===== src/rtl/slink_pkg.sv =====
// Shared types for the serial-link PHY config path (TX sequencer and RX checker).
// The config struct is built by a macro so each user can size it with its own clk_div_t.
`ifndef SLINK_PKG_SV
`define SLINK_PKG_SV

`define SLINK_TYPEDEF_PHY_CFG_T(name_t, div_t) \
  typedef struct packed { \
    div_t clk_div; \
    div_t shift_start; \
    div_t shift_end; \
  } name_t;

package slink_pkg;
  typedef enum logic [2:0] {PASS, DRAIN, QUIET, APPLY, TRAIN} slink_cfg_state_e;

  localparam int unsigned QuietCntW = 8;

  // Default-width flavour for MaxClkDiv = 32.
  `SLINK_TYPEDEF_PHY_CFG_T(slink_phy_cfg_t, logic [5:0])
endpackage

`endif


===== src/rtl/slink_phy_cfg_check.sv =====
// Combinational legality check of a requested divider/phase setting.
// Shared by the TX sequencer and the RX-side config path.
module slink_phy_cfg_check #(
  parameter int unsigned MaxClkDiv = 32,
  parameter bit          EnDdr     = 1'b1,
  parameter type         clk_div_t = logic [$clog2(MaxClkDiv):0]
) (
  input  clk_div_t i_clk_div,
  input  clk_div_t i_shift_start,
  input  clk_div_t i_shift_end,
  output logic     o_legal
);

  logic w_range, w_shift, w_ddr;

  assign w_range = (32'(i_clk_div) >= 32'd2) && (32'(i_clk_div) <= MaxClkDiv);
  assign w_shift = (i_shift_start < i_clk_div) && (i_shift_end < i_clk_div) &&
                   (i_shift_start != i_shift_end);
  // DDR launches on both edges, so an odd divider has no symmetric half period.
  assign w_ddr   = !(EnDdr && i_clk_div[0]);
  assign o_legal = w_range && w_shift && w_ddr;

endmodule


===== src/rtl/slink_phy_cfg_ctrl.sv =====
// TX PHY runtime config sequencer: drain, park the clock for a quiet interval,
// apply the pending divider/phase setting, then send an optional training burst.
module slink_phy_cfg_ctrl import slink_pkg::*; #(
  parameter int unsigned NumLanes      = 8,
  parameter int unsigned MaxClkDiv     = 32,
  parameter bit          EnDdr         = 1'b1,
  parameter int unsigned DefClkDiv     = 8,
  parameter int unsigned DefShiftStart = 2,
  parameter int unsigned DefShiftEnd   = 6,
  parameter int unsigned QuietCycles   = 8,
  parameter int unsigned TrainBeats    = 4,
  parameter type         phy_data_t    = logic [NumLanes-1:0],
  parameter type         clk_div_t     = logic [$clog2(MaxClkDiv):0]
) (
  input  logic      clk_i,
  input  logic      rst_ni,
  input  clk_div_t  cfg_clk_div_i,
  input  clk_div_t  cfg_shift_start_i,
  input  clk_div_t  cfg_shift_end_i,
  input  logic      cfg_valid_i,
  output logic      cfg_ready_o,
  output logic      cfg_err_o,
  input  phy_data_t train_pattern_i,
  input  phy_data_t data_i,
  input  logic      valid_i,
  output logic      ready_o,
  output phy_data_t phy_data_o,
  output logic      phy_valid_o,
  input  logic      phy_ready_i,
  output clk_div_t  phy_clk_div_o,
  output clk_div_t  phy_shift_start_o,
  output clk_div_t  phy_shift_end_o,
  output logic      busy_o
);

  `SLINK_TYPEDEF_PHY_CFG_T(cfg_t, clk_div_t)

  localparam int unsigned TrainW = (TrainBeats > 0) ? $clog2(TrainBeats + 1) : 1;
  localparam cfg_t DefCfg = '{clk_div:     clk_div_t'(DefClkDiv),
                              shift_start: clk_div_t'(DefShiftStart),
                              shift_end:   clk_div_t'(DefShiftEnd)};

  slink_cfg_state_e     r_state;
  cfg_t                 r_pend, r_act;
  logic [QuietCntW-1:0] r_quiet_cnt;
  logic [TrainW-1:0]    r_train_cnt;
  logic                 r_cfg_ready, r_cfg_err;
  logic                 w_legal;
  cfg_t                 w_req;

  assign w_req = '{clk_div: cfg_clk_div_i, shift_start: cfg_shift_start_i,
                   shift_end: cfg_shift_end_i};

  slink_phy_cfg_check #(
    .MaxClkDiv (MaxClkDiv),
    .EnDdr     (EnDdr),
    .clk_div_t (clk_div_t)
  ) u_check (
    .i_clk_div     (cfg_clk_div_i),
    .i_shift_start (cfg_shift_start_i),
    .i_shift_end   (cfg_shift_end_i),
    .o_legal       (w_legal)
  );

  always_ff @(posedge clk_i or negedge rst_ni) begin
    if (!rst_ni) begin
      r_state     <= PASS;
      r_pend      <= DefCfg;
      r_act       <= DefCfg;
      r_quiet_cnt <= '0;
      r_train_cnt <= '0;
      r_cfg_ready <= 1'b0;
      r_cfg_err   <= 1'b0;
    end else begin
      r_cfg_ready <= 1'b0;
      r_cfg_err   <= 1'b0;
      case (r_state)
        // A request seen in its own ack cycle was already consumed.
        PASS: if (cfg_valid_i && !r_cfg_ready) begin
          if (w_legal) begin
            r_pend  <= w_req;
            r_state <= DRAIN;
          end else begin
            r_cfg_ready <= 1'b1;
            r_cfg_err   <= 1'b1;
          end
        end
        DRAIN: if (!valid_i || phy_ready_i) begin
          r_quiet_cnt <= QuietCntW'(QuietCycles);
          r_state     <= QUIET;
        end
        QUIET: begin
          if (r_quiet_cnt <= QuietCntW'(1)) begin
            r_cfg_ready <= 1'b1;
            r_state     <= APPLY;
          end else begin
            r_quiet_cnt <= r_quiet_cnt - QuietCntW'(1);
          end
        end
        APPLY: begin
          r_act       <= r_pend;
          r_train_cnt <= TrainW'(TrainBeats);
          r_state     <= (TrainBeats > 0) ? TRAIN : PASS;
        end
        TRAIN: if (phy_ready_i) begin
          if (r_train_cnt <= TrainW'(1)) r_state <= PASS;
          else r_train_cnt <= r_train_cnt - TrainW'(1);
        end
        default: r_state <= PASS;
      endcase
    end
  end

  always_comb begin
    phy_data_o  = data_i;
    phy_valid_o = 1'b0;
    ready_o     = 1'b0;
    case (r_state)
      PASS, DRAIN: begin
        phy_valid_o = valid_i;
        ready_o     = phy_ready_i;
      end
      TRAIN: begin
        phy_data_o  = train_pattern_i;
        phy_valid_o = 1'b1;
      end
      default: ;
    endcase
  end

  assign busy_o            = (r_state != PASS);
  assign cfg_ready_o       = r_cfg_ready;
  assign cfg_err_o         = r_cfg_err;
  assign phy_clk_div_o     = r_act.clk_div;
  assign phy_shift_start_o = r_act.shift_start;
  assign phy_shift_end_o   = r_act.shift_end;

endmodule


===== config.mk =====
export PLATFORM = sky130hd
export DESIGN_NAME = slink_phy_cfg_ctrl
export DESIGN_NICKNAME = d
export VERILOG_FILES = /design/src/rtl/slink_pkg.sv /design/src/rtl/slink_phy_cfg_check.sv /design/src/rtl/slink_phy_cfg_ctrl.sv
export SDC_FILE = /design/constraint.sdc
export NUM_CORES = 1
export LEC_CHECK = 0
export CAP_MARGIN = 30
export CORE_ASPECT_RATIO = 1.2
export CORE_UTILIZATION = 59
export CTS_BUF_LIST = sky130_fd_sc_hd__clkbuf_2 sky130_fd_sc_hd__clkbuf_4 sky130_fd_sc_hd__clkbuf_8
export DETAILED_ROUTE_END_ITERATION = 8
export DONT_BUFFER_PORTS = 1
export GPL_TIMING_DRIVEN = 0
export PLACE_DENSITY = 0.78
export SYNTH_ARGS = -nofsm -noshare
export SYNTH_HDL_FRONTEND = slang
export SYNTH_SLANG_ARGS = --single-unit

===== constraint.sdc =====
create_clock -name clk_i -period 2.4 [get_ports clk_i]
set_input_delay 0.48 -clock clk_i [delete_from_list [all_inputs] [get_ports clk_i]]
set_output_delay 0.48 -clock clk_i [all_outputs]
set_load 0.02 [all_outputs]

Word-level counts from Yosys, hierarchy flattened
Cells that the tools add are included.
{"block": "op_classes", "n_addsub": 2, "mul": 0, "n_div": 0, "order_cmp": 6, "n_eq_ne": 13, "shifts": 0, "muxes": 21, "bitwise_logic": 0, "n_reduce_logical": 19}
{"cell": "$mux W3", "n": 8}
{"cell": "$mux W8", "n": 3}
{"cell": "$pmux W8 S2", "n": 1}
{"cell": "$pmux W3 S5", "n": 1}
{"cell": "$ne A2 B2 Y1 const B", "n": 7}
{"cell": "$lt A6 B6 Y1", "n": 2}
{"cell": "$reduce_and A3 Y1", "n": 3}
{"cell": "$le A8 B1 Y1 const B", "n": 1}
{"cell": "$sub A8 B1 Y8 const B", "n": 1}
{"cell": "$eq A3 B2 Y1 const B", "n": 2}
{"cell": "$ge A6 B2 Y1 const B", "n": 1}
{"cell": "$le A6 B6 Y1 const B", "n": 1}
{"cell": "$logic_and A1 B1 Y1", "n": 6}
{"cell": "$ne A6 B6 Y1", "n": 1}
{"cell": "$pmux W3 S2", "n": 1}
{"cell": "$reduce_and A6 Y1", "n": 1}
{"cell": "$mux W1", "n": 5}
{"cell": "$pmux W1 S2", "n": 2}
{"cell": "$reduce_bool A2 Y1", "n": 2}
{"cell": "$eq A3 B1 Y1 const B", "n": 1}
{"cell": "$eq A3 B3 Y1 const B", "n": 1}
{"cell": "$le A3 B1 Y1 const B", "n": 1}
{"cell": "$logic_not A1 Y1", "n": 3}
{"cell": "$logic_not A3 Y1", "n": 1}
{"cell": "5 further kinds", "n": 5}
{"block": "totals", "register_bits": 52, "latch_bits": 0, "mem_bits_rw": 0, "mem_bits_ro": 0, "in_bits": 39, "output_inout_bits": 31, "word_cells": 72, "mem_count": 0}

Logic depth before layout (Yosys ltp)
{"block": "depth", "ltp_word": 8, "depth_mapped": 8, "depth_no_buf": 7}

Cells and area by module
From an unflattened synthesis, not the netlist that was laid out.
{"block": "hier_totals", "cells_unflattened": 222, "hier_area_um2": 2702.6}
{"mod": "slink_phy_cfg_ctrl", "instances": 1, "cells_per_inst": 182, "area_per_inst_um2": 2369.8, "seq_area_each_um2": 1311.3}
{"mod": "slink_phy_cfg_check", "instances": 1, "cells_per_inst": 40, "area_per_inst_um2": 332.8, "seq_area_each_um2": 0.0}

Least setup slack after synthesis
Ideal clock, no wire load.
{"block": "synth_path", "path_type": "input to register", "from": "in cfg_clk_div_i[5] (netlist name)", "to": "reg r_pend[10] (netlist name)", "setup_ns": 0.125, "arrival_ns": 2.574, "t_required_ns": 2.275, "slack_ns": -0.299, "stages": 8, "path_buffers": 1, "cell_sequence": "inv_1 > ha_1 > a2111oi_0 > o21ai_0 > a211o_1 > nor4_4 > buf_6 > mux2_2"}
{"block": "synth_between", "elab_chain_len": 6, "word_cells_on_any_way": 10, "cone_classes": "order compare: 4; reduce/logical: 6"}
{"item": "from (decl)", "line_no": "slink_phy_cfg_ctrl.sv:17", "rtl": "input clk_div_t cfg_clk_div_i,"}
{"item": "$lt A6 B6 Y1", "line_no": "slink_phy_cfg_check.sv:17", "rtl": "assign w_shift = (i_shift_start < i_clk_div) && (i_shift_end < i_clk_div) &&"}
{"item": "$logic_and A1 B1 Y1 (2 in series)", "line_no": "slink_phy_cfg_check.sv:17"}
{"item": "$logic_and A1 B1 Y1 * (2 in series)", "line_no": "slink_phy_cfg_check.sv:21", "rtl": "assign o_legal = w_range && w_shift && w_ddr;"}
{"item": "$reduce_and A3 Y1 (no source line) *"}
{"item": "to (signal assigned)", "line_no": "slink_phy_cfg_ctrl.sv:68", "rtl": "r_pend <= DefCfg;"}
{"item": "to (signal assigned)", "line_no": "slink_phy_cfg_ctrl.sv:81", "rtl": "r_pend <= w_req;"}
{"item": "to (decl)", "line_no": "slink_phy_cfg_ctrl.sv:44", "rtl": "cfg_t r_pend, r_act;"}
Every way passes the cells marked *; elsewhere a longest branch is shown, timed or not.
A chain may end at the register's enable or synchronous reset.

==> metrics.md <==
| Metric | Value |
|---|---|
| Run status | finished, violations left |
| Initial antenna violation count | 0 |
| All-layer global routing usage | 21.90% |
| Maximum clock rate | between 400 and 500 MHz |
| Rel. slew slack | a little under three fifths |
| Syn Std Cell Area | approximately 2700 um^2 |
| Final non-filler cell total | around 300 |
| Share of the synthesized area in the top cell type | between 40% and 50% |
| Fin crit share | a little over nine tenths |
| Routed WL per cell | between 15 and 20 um |
| Final Max Slew Viols | 0 |
| CTS tree | yes |
| Area contributors post-synth | sky130_fd_sc_hd__dfrtp_1 (41%), sky130_fd_sc_hd__mux2_2 (18%), sky130_fd_sc_hd__dfstp_2 (7.9%), sky130_fd_sc_hd__ha_1 (6.1%), sky130_fd_sc_hd__xor2_1 (2.6%) |
| FF-to-FF Start | r_state[1] |
| FF-to-FF setup slack | ~0.21 ns |
| Clk_lat worst skew | around 0.3 ns |
| N_diodes | 0 |
| Path class of the lowest-slack min-delay path | input pin to async pin |
| Startpoint of the most critical setup path | r_state[0] |
| Worst-path clk slew | approximately 0.090 ns |
| Die Span Y | 75.63 um |
| Leak | roughly 1.3 nW |
| Aggregate global routing overflow | 0 |
| Inserted Clock Buffers | 5 |
| Number of cells on the critical path | 4 |
| Buffer and inverter count on the worst path | 1 |
| Cell count after synthesis | about 230 |
| Reported max-cap violation count | 0 |
| Crit path capture | phy_data_o[1] |
| Number of nets in the finished design | slightly below 300 |
| Required time at the worst-slack endpoint | roughly 1.9 ns |
| Violations in the final reports | hold timing |
| PwrDens | about 1000 nW/um^2 |
| Slew at the pin closest to its max-slew limit | between 0.6 and 0.7 ns |
| Clk Tree Root Cell | sky130_fd_sc_hd__clkbuf_8 |
| Number of filler cells placed in the layout | 340 |
| Sink count of the clock tree | 52 |
| WHS | -0.003802 ns |
| Flip-flop and latch count after synthesis | between 50 and 60 |
| Cell area after placement | about 2800 um^2 |
| Register area | 1311 um^2 |
| Cell family contributing the most delay on the critical path | flip-flops |
| Total Die Area | about 4800 um^2 |
| Post-detailed-routing wire length | approximately 5000 um |
| Data arrival time of the worst path | between 1.5 and 2 ns |
| Post-synthesis net count | 280 |
| Most common library cell in the layout ignoring fill and taps | sky130_fd_sc_hd__dfrtp_1 |
| Buffers added on ports | 0 |
| Count of synthesis-stage warnings from yosys | 0 |
| R2R Path End | r_pend[11] |
| Final count of hold timing violations | 3 |
| CP Cell Sequence | nand2b_1, nor2_2, buf_2, mux2_2 |
| Wire length of the first global-routing pass | between 7000 and 8000 um |
| Post-layout instance area | between 2000 and 3000 um^2 |
| Core area | 4294 um^2 |
| Avg Synthesized Cell Area | around 12 um^2 |
| Layout overhead on the synthesized area | 10.94% |
| Core Rows | 26 |
| Worst-case setup slack after placement | -0.4992 ns |
| Async set-reset flop share out of synthesis | 100.0% |
| Crit path max-delay cell type | sky130_fd_sc_hd__dfrtp_1 |
| Pin count of the biggest net entering global routing | 45 |
| Area of the multi-input gates | roughly 1300 um^2 |
| Vias per cell | 5.825 |
| Worst Setup Path Type | flip-flop to output port |
| 1st-pass router iterations | 4 |
| Post-synth top area cell | sky130_fd_sc_hd__dfrtp_1 |
| Vias in the first global route | 1752 |
| Horizontal die dimension | around 63 um |
| Deepest clock path buffer count | 2 |
| Crit path capture type | output port |
| Worst Clk Skew | between 0.009 and 0.01 ns |
| Unrepaired setup endpoints after global routing | false |
| Setup-failing EPs final | 0 |
| Layout Utilization | a little under 70% |
| Top FF cell, synth | sky130_fd_sc_hd__dfrtp_1 |
| Routed via count | roughly 1700 |
| Routability congestion estimate | between 0.8 and 0.9 |
| IR drop worst, VDD | 0.0005768 V |
| Commonest non-fill, non-tap cells in the layout | sky130_fd_sc_hd__dfrtp_1 (44), sky130_fd_sc_hd__mux2_2 (37), sky130_fd_sc_hd__nand2_1 (18) |
| Biggest cell delay along the critical path | between 0.4 and 0.5 ns |
| Critical path startpoint category | flip-flop |
| R2R cell count | 6 |
| Shortest clock period the worst path allows after layout | about 2.3 ns |
| Number of synthesized flops with an enable pin | 0 |
| Setup slack of the critical path after layout | about 0.13 ns |
| Sequential-to-total area share from yosys stat | around 49% |
| Netlist cell types | 40 |
| Top-level port count | 70 |
| Count of unresolved DRC violations after routing | 0 |
| Antenna Violating Nets Remaining | 0 |
| Sum of net half-perimeters after detailed placement | between 3000 and 4000 um |
| Initial cell density of the core | 62.06% |
| Maximum net fanout on the critical path | 10 |
| Clock H-tree levels | 2 |
| Placed cell count | around 280 |
| Iteration-0 DRC count of the detailed router | roughly 110 |
| Fraction of final layout cells sized beyond drive strength 1 | about 30% |
==> report_power, final <==
part / switching, mW / total (mW) / leakage (nW) / internal, mW
clock: 0.266 / 0.524 / 0.0523 / 0.258
sequential: 0.348 / 1.59 / 0.652 / 1.25
combinational: 0.371 / 0.803 / 0.632 / 0.432
==> state kept, by name, indices dropped and copies added (netlist names) <==
name               flops
r_pend                18
r_train_cnt            3
cfg_ready_o            1
cfg_err_o              1
phy_shift_end_o        6
r_state                3
phy_shift_start_o      6
r_quiet_cnt            8
phy_clk_div_o          6
==> timing repair <==
item,in CTS,in global routing
gates resized for setup,2,2
endpoints found under the hold margin,44,7
pin swaps,1,1
setup buffers,2,0
setup endpoints to repair,21,10
hold buffers,1,2
==> routing by layer <==
metal	share of wire (%)	wire length [um]	global-route usage, %
met1	41	2036	26.28
met2	51	2553	38.42
met3	6.6	327	7.036
met4	0.93	46	5.808
met5	0	0	0
==> stage by stage <==
stage | power [mW] | TNS (ns)
3_3_place_gp | 2.343 | -7.595
3_5_place_dp | 2.390 | -7.399
4_1_cts | 2.939 | 0
6_report | 2.920 | 0
5_1_grt | 3.103 | 0
2_1_floorplan | 2.223 | -2.579
==> cell families after synthesis <==
group                      after synthesis  synth area share, %
AOI/OAI and AO/OA                       30                7.466
DFF                                     52                49.20
and+or+nand+nor                         63                12.82
muxes                                   43                18.17
xor gates and xnor gates                10                3.287
adders and majority gates               13                6.103
buffers and inverters                   17                2.958
==> worst min path at each step <==
stage               slack [ns]  startpoint  cells after the start             end
floorplan                 0.18      rst_ni                      0       cfg_err_o
global placement          0.19      rst_ni                      0  r_quiet_cnt[5]
detailed placement        0.19      rst_ni                      0  r_quiet_cnt[7]
CTS                      0.008      rst_ni                      0      r_pend[15]
global route              0.02      rst_ni                      1     cfg_ready_o
finish                  -0.004      rst_ni                      1  r_quiet_cnt[7]
==> area by class of cell <==
cell class / count / area share (%)
Buffer: 7 / 1.439
Clock buffer: 8 / 3.301
Inverter: 10 / 1.397
Multi-Input combinational cell: 159 / 45.03
Sequential cell: 52 / 44.35
Tap cell: 56 / 2.370
Timing Repair Buffer: 5 / 2.116
==> synthesized netlist by cell type, drive strengths merged, types with 2 or more instances <==
cell,number
dfrtp,44
mux2,43
nand2,18
nor2,14
ha,13
inv,10
a21oi,9
dfstp,8
xor2,8
nand2b,6
o21ai,6
clkbuf,5
nor2b,5
nor4,4
nand3,3
or3,3
buf,2
nand3b,2
nor3,2
nor3b,2
o211ai,2
o32ai,2
xnor2,2
No activity file was read; power rests on OpenSTA's default activity.
